--- src/rtl/fifo_ctrl_pkg.sv ---
// Shared constants for the FIFO playback controller: state codes and data width.
package fifo_ctrl_pkg;

  localparam int FIFO_DATA_W = 8;

  typedef logic [1:0] state_t;

  localparam state_t IDLE  = 2'd0;
  localparam state_t ISSUE = 2'd1;
  localparam state_t WAIT  = 2'd2;
  localparam state_t HOLD  = 2'd3;

  localparam logic [4:0] PCOUNT_MAX = 5'd31;

endpackage

--- src/rtl/fifo_playback_ctrl_timer.sv ---
// Display hold timer: loaded on capture, pulses expire in the last hold cycle.
module playback_timer
  import fifo_ctrl_pkg::*;
#(
  parameter int HOLD_CYCLES = 100_000_000,
  parameter int CNT_W       = 27
) (
  input  logic CLK100,
  input  logic reset,
  input  logic load,
  input  logic en,
  output logic expire
);

  // Counts remaining cycles down; zero corresponds to elapsed count HOLD_CYCLES-1.
  logic [CNT_W-1:0] cnt;

  always_ff @(posedge CLK100 or posedge reset) begin
    if (reset) begin
      cnt <= '0;
    end else if (load) begin
      cnt <= CNT_W'(HOLD_CYCLES - 1);
    end else if (en && (cnt != '0)) begin
      cnt <= cnt - CNT_W'(1);
    end
  end

  assign expire = en && (cnt == '0);

endmodule

--- src/rtl/fifo_playback_ctrl.sv ---
// Read-side sequencer for the playback FIFO: timed or single-step pops into a
// display register for the LED bank.
//   state | meaning
//   IDLE  | waiting for start or step
//   ISSUE | one cycle, pop request when FIFO not empty
//   WAIT  | RD_LATENCY cycles until read data is valid, capture on the last
//   HOLD  | byte on display for HOLD_CYCLES cycles
module fifo_playback_ctrl
  import fifo_ctrl_pkg::*;
#(
  parameter int DATA_W      = FIFO_DATA_W,
  parameter int HOLD_CYCLES = 100_000_000,
  parameter int CNT_W       = 27,
  parameter int RD_LATENCY  = 1
) (
  input  logic              CLK100,
  input  logic              reset,
  input  logic              start,
  input  logic              stop,
  input  logic              step,
  input  logic              fifo_empty,
  input  logic [DATA_W-1:0] fifo_rd_data,
  output logic              fifo_rd_request,
  output logic [DATA_W-1:0] disp_data,
  output logic              disp_valid,
  output logic              busy,
  output logic [4:0]        played_count,
  output logic              done
);

  localparam int WAIT_W = (RD_LATENCY > 1) ? $clog2(RD_LATENCY) : 1;

  state_t            state;
  state_t            state_nxt;
  logic              stop_pending;
  logic              step_mode;
  logic [WAIT_W-1:0] wait_cnt;
  logic              wait_last;
  logic              hold_expire;

  assign fifo_rd_request = (state == ISSUE) && !fifo_empty;
  assign busy            = (state != IDLE);
  assign wait_last       = (state == WAIT) && (wait_cnt == '0);

  playback_timer #(
    .HOLD_CYCLES(HOLD_CYCLES),
    .CNT_W      (CNT_W)
  ) u_timer (
    .CLK100(CLK100),
    .reset (reset),
    .load  (wait_last),
    .en    (state == HOLD),
    .expire(hold_expire)
  );

  always_comb begin
    state_nxt = state;
    case (state)
      IDLE: begin
        if (!stop && (start || step)) state_nxt = ISSUE;
      end
      ISSUE: begin
        state_nxt = fifo_empty ? IDLE : WAIT;
      end
      WAIT: begin
        // A stop seen during the pop still lets the popped byte land first.
        if (wait_last) state_nxt = (step_mode || stop_pending || stop) ? IDLE : HOLD;
      end
      HOLD: begin
        if (stop) begin
          state_nxt = IDLE;
        end else if (hold_expire) begin
          state_nxt = (stop_pending || fifo_empty) ? IDLE : ISSUE;
        end
      end
      default: state_nxt = IDLE;
    endcase
  end

  always_ff @(posedge CLK100 or posedge reset) begin
    if (reset) begin
      state        <= IDLE;
      done         <= 1'b0;
      stop_pending <= 1'b0;
      step_mode    <= 1'b0;
      wait_cnt     <= '0;
      disp_data    <= '0;
      disp_valid   <= 1'b0;
      played_count <= '0;
    end else begin
      state <= state_nxt;
      done  <= (state != IDLE) && (state_nxt == IDLE);

      if (state_nxt == IDLE) begin
        stop_pending <= 1'b0;
      end else if (stop && ((state == ISSUE) || (state == WAIT))) begin
        stop_pending <= 1'b1;
      end

      if ((state == IDLE) && !stop) begin
        if (start) begin
          step_mode    <= 1'b0;
          played_count <= '0;
        end else if (step) begin
          step_mode <= 1'b1;
        end
      end

      if (fifo_rd_request) begin
        wait_cnt <= WAIT_W'(RD_LATENCY - 1);
      end else if ((state == WAIT) && (wait_cnt != '0)) begin
        wait_cnt <= wait_cnt - WAIT_W'(1);
      end

      if (wait_last) begin
        disp_data  <= fifo_rd_data;
        disp_valid <= 1'b1;
        if (played_count != PCOUNT_MAX) played_count <= played_count + 5'd1;
      end
    end
  end

endmodule

--- config.mk ---
export PLATFORM = sky130hd
export DESIGN_NAME = fifo_playback_ctrl
export DESIGN_NICKNAME = d
export VERILOG_FILES = /design/src/rtl/fifo_ctrl_pkg.sv /design/src/rtl/fifo_playback_ctrl_timer.sv /design/src/rtl/fifo_playback_ctrl.sv
export SDC_FILE = /design/constraint.sdc
export NUM_CORES = 1
export LEC_CHECK = 0
export BUFFER_PORTS_ARGS = -buffer_cell sky130_fd_sc_hd__buf_2
export CAP_MARGIN = 20
export CORE_MARGIN = 2
export CORE_UTILIZATION = 60
export CTS_CLUSTER_DIAMETER = 40
export DETAILED_ROUTE_END_ITERATION = 10
export PLACE_DENSITY_LB_ADDON = 0.3
export SLEW_MARGIN = 15
export SYNTH_ARGS = -nofsm -noshare
export SYNTH_HDL_FRONTEND = slang
export SYNTH_SLANG_ARGS = --single-unit
--- constraint.sdc ---
create_clock -name CLK100 -period 6.1 [get_ports CLK100]
set_clock_uncertainty 0.05 [all_clocks]
set_input_delay 1.22 -clock CLK100 [delete_from_list [all_inputs] [get_ports CLK100]]
set_output_delay 1.22 -clock CLK100 [all_outputs]
set_load 0.02 [all_outputs]
==> flow_metrics.py, run 1 <==
metrics = {
    "critical_path": {
        "rr_worst_depth": 5,
        "critPathMaxFanout": 4,
        "cp-start-kind": "input pin",
        "crit_type": "input pin to output pin",
        "cp_data_required_time_ps": 4830,
        "critPathCaptureType": "output pin",
        "arrival_ps": 1750,
    },
    "clock_tree": {
        "cts_tree": "yes",
        "path_clk_slew_ps": 100,
        "cts_inserted_buffers": 5,
        "h-tree-depth": 2,
        "ctsHoldBuffers": 0,
        "clock_latency_ps": 310,
        "postCtsSetupRepairBufs": 0,
        "clock_path_buffers": 2,
        "cts_root_buffer": "clkbuf_8",
        "ctsResizeCount": 0,
        "cts_sinks": 47,
    },
    "synth": {
        "synth_edf_count": 0,
        "synth_area_per_cell_um2": 9.71,
        "ys_seq_elements": 47,
        "ys.flop_type": "dfrtp_1",
        "ys_warn_count": 0,
        "async_reset_ff_share_pct": 100,
        "synth_nets": 275,
        "yosys.cell_types.count": 49,
        "ys_seq_area_share_pct": 48.1,
        "syn_inst": 252,
        "synth.cell_area_um2": 2450,
    },
    "sta": {
        "finalHoldViolCount": 0,
        "rsz0062_at_grt": "no",
        "fin_crit_sh_pct": 49.6,
        "setup_viol": 0,
        "drv_slew": 0,
        "worstMarginPinSlew_ps": 684,
        "setup_tns_ps": 0,
        "worst_slack_ps": 3080,
        "layout_min_cycle_time_ps": 3020,
        "fmax_mhz": 331,
        "slew_headroom_pct": 54.0,
    },
    "floorplanning": {
        "die-area_um2": 4600,
        "die_w_um": 67.9,
        "die_y_um": 67.9,
        "initial_utilization_pct": 61.6,
        "core_area_um2": 3970,
        "fp-row-count": 23,
        "io_pins": 31,
    },
    "power_and_ir_drop": {
        "finalPower_uw": 1170,
        "comb_power_share_pct": 34.3,
        "ir_worst_vdd_mv": 0.256,
        "seq_power_share_pct": 45.6,
        "p_sw_share_pct": 38.3,
        "internal_power_uw": 721,
        "p_leak_uw": 0.00124,
        "power.density_nw_per_um2": 423,
        "power.switching_uw": 447,
        "pwr-share-clk_pct": 20.2,
    },
    "placed_design": {
        "dp_cells": 323,
        "io_buffer_count": 30,
        "dp_slack_ps": 3080,
        "hpwl_um": 3200,
        "gp_congestion": 0.814,
    },
    "run": {
        "max_cap_violations": 0,
    },
    "finish": {
        "layout.nets": 304,
        "final_cells": 332,
        "synthToLayoutAreaGrowth_pct": 12.8,
        "drive_above_1_share_pct": 18.1,
        "diodes": 0,
    },
    "drt": {
        "via_per_inst": 5.76,
        "vias": 1912,
        "wl_um": 4680,
        "ant_nets": 0,
        "drc": 0,
        "dr.pass1.iters": 4,
        "routedWlPerCell_um": 14.1,
        "detail_route.iter0.violations": 142,
    },
    "global_route": {
        "grt_pass1_wl_um": 7820,
        "grt_max_degree": 48,
        "grt_pass1_vias": 1730,
        "grtUsageTotal_pct": 22.6,
        "grt-ovfl-total": 0,
        "antenna_found_initial": 0,
    },
    "hold_path": {
        "min_delay_path_depth": 2,
        "hp-class": "flip-flop to flip-flop",
    },
    "run_status": {
        "status": "complete, no violations",
    },
}
## cell usage after synthesis, types with 3 or more instances
cell type / instances / area share (%)
o211ai_1: 7 / 2.1
nor3_1: 9 / 1.8
nand3_1: 6 / 1.2
nand4_1: 5 / 1.3
nor2b_1: 3 / 0.77
nor4_1: 8 / 2.0
or3_1: 3 / 0.77
clkbuf_1: 8 / 1.2
nand2_1: 41 / 6.3
a21oi_1: 6 / 1.2
dfrtp_1: 47 / 48
o21ai_0: 8 / 1.6
and3_1: 5 / 1.3
nand2b_1: 7 / 1.8
nor2_1: 15 / 2.3
inv_1: 7 / 1.1
xnor2_1: 9 / 3.2
xor2_1: 9 / 3.2
ha_1: 9 / 4.6
a22o_1: 4 / 1.4
## layout by cell type (no fill, tap or decap), types with 3 or more instances in the layout
master,instances
o21ai_0,8
nor2b_1,3
buf_2,30
nor4_1,8
nor3_1,9
nand2_1,41
o211ai_1,7
xor2_1,9
and3_1,5
nand3_1,6
nand4_1,5
or3_1,3
ha_1,9
a21oi_1,6
dfrtp_1,47
clkbuf_8,5
a22o_1,4
nor2_1,15
xnor2_1,9
nand2b_1,7
inv_1,6
## power by group through the flow
stage / registers [uW] / logic (uW) / clock network, uW
2_1_floorplan: 562 / 256 / 0
3_3_place_gp: 531 / 388 / 0
3_5_place_dp: 536 / 403 / 0
4_1_cts: 531 / 406 / 240
5_1_grt: 555 / 457 / 252
6_report: 532 / 400 / 236
## state kept, by name, summed over array words and instances (netlist names)
| register | flops |
|---|---|
| disp_data | 8 |
| u_timer.cnt | 27 |
| disp_valid | 1 |
| wait_cnt | 1 |
| done | 1 |
| step_mode | 1 |
| state | 2 |
| stop_pending | 1 |
| played_count | 5 |
## path summary, 6_finish.rpt
path / startpoint / end / slack, ps
max: fifo_empty / fifo_rd_request / 3080
min: disp_data[2] / disp_data[2] / 430
max reg2reg: u_timer.cnt[13] / u_timer.cnt[13] / 3430
min reg2reg: disp_data[2] / disp_data[2] / 430
max in group asynchronous: reset / disp_data[0] / 4760
min in group asynchronous: reset / disp_valid / 760
## logic make-up after synthesis
kind of cell	Yosys count	synth area share [%]
buffers and inverters	18	3.12
multiplexers	3	1.28
adder cells (fa/ha/maj)	9	4.60
AO/OA/AOI/OAI	41	12.0
AND/OR/NAND/NOR	116	24.5
XOR/XNOR	18	6.45
flip-flops	47	48.1
## layer usage
| metal | part of all wire, % | track usage (%) | vias to the layer above | wire, um |
|---|---|---|---|---|
| met1 | 46 | 28.4 | 915 | 2130 |
| li1 | - | - | 957 | - |
| met4 | 1.7 | 8.00 | 0 | 81 |
| met5 | 0 | 0 | - | 0 |
| met3 | 3.3 | 5.43 | 9 | 156 |
| met2 | 49 | 38.1 | 31 | 2310 |
## stage by stage
stage | area [um2] | hold slack (ps) | utilization (%)
after floorplan | 2450 | 414 | -
after global placement | 2620 | 395 | 66.1
after detailed placement | 2620 | 399 | 66.1
after CTS | 2740 | 429 | 69.0
after global routing | 2760 | 469 | 69.5
final | 2760 | 430 | 69.5
## area by class of cell
type,count,area (um2)
clock buffers,5,68.8
clock inverters,3,47.5
inverters,7,26.3
fillers,301,1210
repair buffers,33,185
flip-flops and latches,47,1180
multi-input cells,187,1190
well taps,50,62.6
## critical path, stage by stage
cell     delay, ps
buf_2          110
nor2b_1        210
buf_2          220
(Power assumes the default switching activity.)
==> run 2: changes to the inputs <==
--- a/config.mk
+++ b/config.mk
@@ -5,10 +5,11 @@
 export SDC_FILE = /design/constraint.sdc
 export NUM_CORES = 1
 export LEC_CHECK = 0
+export ABC_AREA = 1
 export BUFFER_PORTS_ARGS = -buffer_cell sky130_fd_sc_hd__buf_2
 export CAP_MARGIN = 20
 export CORE_MARGIN = 2
-export CORE_UTILIZATION = 60
+export CORE_UTILIZATION = 59
 export CTS_CLUSTER_DIAMETER = 40
 export DETAILED_ROUTE_END_ITERATION = 10
 export PLACE_DENSITY_LB_ADDON = 0.3
==> constraint.sdc (replaced) <==
create_clock -name CLK100 -period 3 [get_ports CLK100]
set_clock_uncertainty 0.05 [all_clocks]
set_input_delay 0.6 -clock CLK100 [delete_from_list [all_inputs] [get_ports CLK100]]
set_output_delay 0.6 -clock CLK100 [all_outputs]
set_load 0.02 [all_outputs]
==> run 2 against run 1 <==
First-iteration DRC count down 8.5%. Flip-flop and latch count unchanged. Worst hold slack worse by 190 ps. Clock-buffer cell count up 1. Critical path type is now flip-flop to flip-flop. Non-clock buffer count unchanged. Worst setup slack worse by 2300 ps. Die area up 17%. Power rose to 2.5 times the previous value. Global-route usage up 2.4 points. Critical endpoint is now u_timer.cnt[25]. Combinational power rose to 3.7 times the previous value. Sequential share of layout area down 5.3 points. Sequential power up 92%.
==> flow_metrics.py, run 2 <==
metrics = {
    "critical_path": {
        "path_cells": "inv_1 -> ha_1 -> inv_1 -> nor2_1 -> nand2_1 -> nor2_1 -> nand2_1 -> nor2_4 -> nor2_8 -> nor2_8 -> inv_2 -> nand3_2 -> o21ai_2",
        "critPathMaxFanout": 20,
        "critPathSlowestCell": "dfrtp_1",
        "critPathCaptureType": "flip-flop",
        "crit_type": "flip-flop to flip-flop",
        "arrival_ps": 2310,
        "cp_data_required_time_ps": 3130,
        "cp-start-kind": "flip-flop",
        "critPathTopFamily": "simple AND/OR/NAND/NOR gates",
        "worst_path_largest_cell_delay_ps": 400,
        "critical_path_buf_inv_count": 3,
    },
    "finish": {
        "synthToLayoutAreaGrowth_pct": 11.1,
        "layout.nets": 411,
        "final_util_pct": 67.1,
        "layout_commonest_cell": "nand2_1",
        "drive_above_1_share_pct": 21.1,
        "postLayoutCellArea_um2": 3150,
        "reg_top3": "u_timer.cnt x27, disp_data x8, played_count x5",
        "largest_register_ffs": 27,
        "diodes": 0,
        "regMostFlops": "u_timer.cnt",
        "layout_common_cells": "86 x nand2_1, 47 x dfrtp_1, 45 x nor2_1, 38 x inv_1, 30 x buf_2",
    },
    "synth": {
        "synth_area_per_cell_um2": 7.99,
        "synthTopCellsByCount": "86 x nand2_1, 47 x dfrtp_1, 45 x nor2_1",
        "ys.flop_type": "dfrtp_1",
        "yosys.cell_types.count": 34,
        "synth_top_area_share_pct": 41.5,
        "synth_area_leaders": "dfrtp_1 41%, nand2_1 11%, nor2_1 6.0%",
        "synth_area_leader_cell": "dfrtp_1",
        "synth.cell_area_um2": 2840,
        "ys_seq_elements": 47,
        "ys_warn_count": 0,
        "syn_inst": 355,
        "ys_seq_area_share_pct": 41.5,
        "synth.most_common_cell": "nand2_1",
        "async_reset_ff_share_pct": 100,
        "synth_nets": 378,
        "synth_edf_count": 0,
    },
    "floorplanning": {
        "die-area_um2": 5380,
        "die_w_um": 73.3,
        "core_area_um2": 4690,
        "die_y_um": 73.3,
        "fp-row-count": 25,
        "io_pins": 31,
        "initial_utilization_pct": 60.5,
    },
    "run_status": {
        "status": "complete, no violations",
    },
    "placed_design": {
        "dp_slack_ps": 872,
        "gp_congestion": 0.866,
        "hpwl_um": 4400,
        "placed_area_um2": 3030,
        "io_buffer_count": 30,
    },
    "clock_tree": {
        "postCtsSetupRepairBufs": 0,
        "cts_root_buffer": "clkbuf_8",
        "ctsResizeCount": 0,
        "h-tree-depth": 2,
        "ctsHoldBuffers": 0,
        "cts_inserted_buffers": 5,
        "cts_sinks": 47,
        "path_clk_slew_ps": 90,
        "cts_tree": "yes",
        "clock_path_buffers": 2,
        "clock_latency_ps": 310,
    },
    "global_route": {
        "grt-ovfl-total": 0,
        "grtUsageTotal_pct": 25.0,
        "grt_pass1_vias": 2330,
        "grt_pass1_wl_um": 10400,
        "antenna_found_initial": 0,
        "grt_max_degree": 31,
    },
    "sta": {
        "fin_crit_sh_pct": 72.6,
        "slew_headroom_pct": 64.3,
        "setup_viol": 0,
        "worst_slack_ps": 821,
        "worstMarginPinSlew_ps": 534,
        "setup_tns_ps": 0,
        "drv_slew": 0,
        "rsz0062_at_grt": "no",
        "finalHoldViolCount": 0,
        "layout_min_cycle_time_ps": 2180,
        "fmax_mhz": 459,
    },
    "power_and_ir_drop": {
        "power.density_nw_per_um2": 944,
        "p_leak_uw": 0.00149,
        "finalPower_uw": 2970,
        "ir_worst_vdd_mv": 0.637,
    },
    "drt": {
        "wl_um": 5920,
        "drc": 0,
        "ant_nets": 0,
        "vias": 2368,
        "routedWlPerCell_um": 13.4,
        "detail_route.iter0.violations": 130,
        "dr.pass1.iters": 4,
        "via_per_inst": 5.35,
    },
    "run": {
        "max_cap_violations": 0,
    },
    "hold_path": {
        "hp-class": "input pin to asynchronous set/reset pin",
    },
}
-- run 2: final timing paths --
| kind | startpoint | endpoint | slack [ps] | cells after the start |
|---|---|---|---|---|
| setup / recovery | u_timer.cnt[0] | u_timer.cnt[25] | 820 | 13 |
| hold / removal | reset | u_timer.cnt[20] | 240 | 2 |
| setup reg to reg | u_timer.cnt[0] | u_timer.cnt[25] | 820 | 13 |
| hold reg to reg | disp_data[0] | disp_data[0] | 420 | 2 |
| max in group asynchronous | reset | u_timer.cnt[12] | 1960 | 3 |
| min in group CLK100 | disp_data[0] | disp_data[0] | 420 | 2 |
-- run 2: cell families after synthesis --
family                     Yosys count  share of synthesized area (%)
muxes                                1                          0.353
and+or+nand+nor                    177                           28.4
xor gates and xnor gates            17                           5.25
buffers and inverters               48                           6.97
AOI/OAI and AO/OA                   56                           13.6
adders and majority gates            9                           3.97
DFF                                 47                           41.5
-- run 2: layer usage --
layer  vias to the layer above  routed length [um]  track usage (%)
met5                         -                   0                0
met4                         0                  97             8.08
met3                        11                 253             4.53
met2                        64                2920             42.2
met1                      1083                2650             32.7
li1                       1210                   -                -
-- run 2: power breakdown --
group	switching, uW	internal, uW
combinational	975	497
clock	217	270
sequential	164	852
total	1360	1620
-- run 2: per-stage QoR --
step                      instances  hold WS [ps]
after global placement          435           399
final                           443           238
after detailed placement        435           403
after global routing            443           280
after CTS                       443           257
after floorplan                 355           430
-- run 2: final cells by class --
class / count / area, um2
Clock inverter: 2 / 35.0
Inverter: 41 / 154
Fill cell: 400 / 1540
Tap cell: 54 / 67.6
Clock buffer: 6 / 82.6
Sequential cell: 47 / 1180
Timing Repair Buffer: 33 / 173
Multi-Input combinational cell: 260 / 1460
-- run 2: worst reg2reg max path: stages, from the launching register on --
cell and delay [ps]:
dfrtp_1 400, inv_1 180, ha_1 180, inv_1 40, nor2_1 80, nand2_1 70
nor2_1 110, nand2_1 100, nor2_4 170, nor2_8 100, nor2_8 130, inv_2 220
nand3_2 160, o21ai_2 50
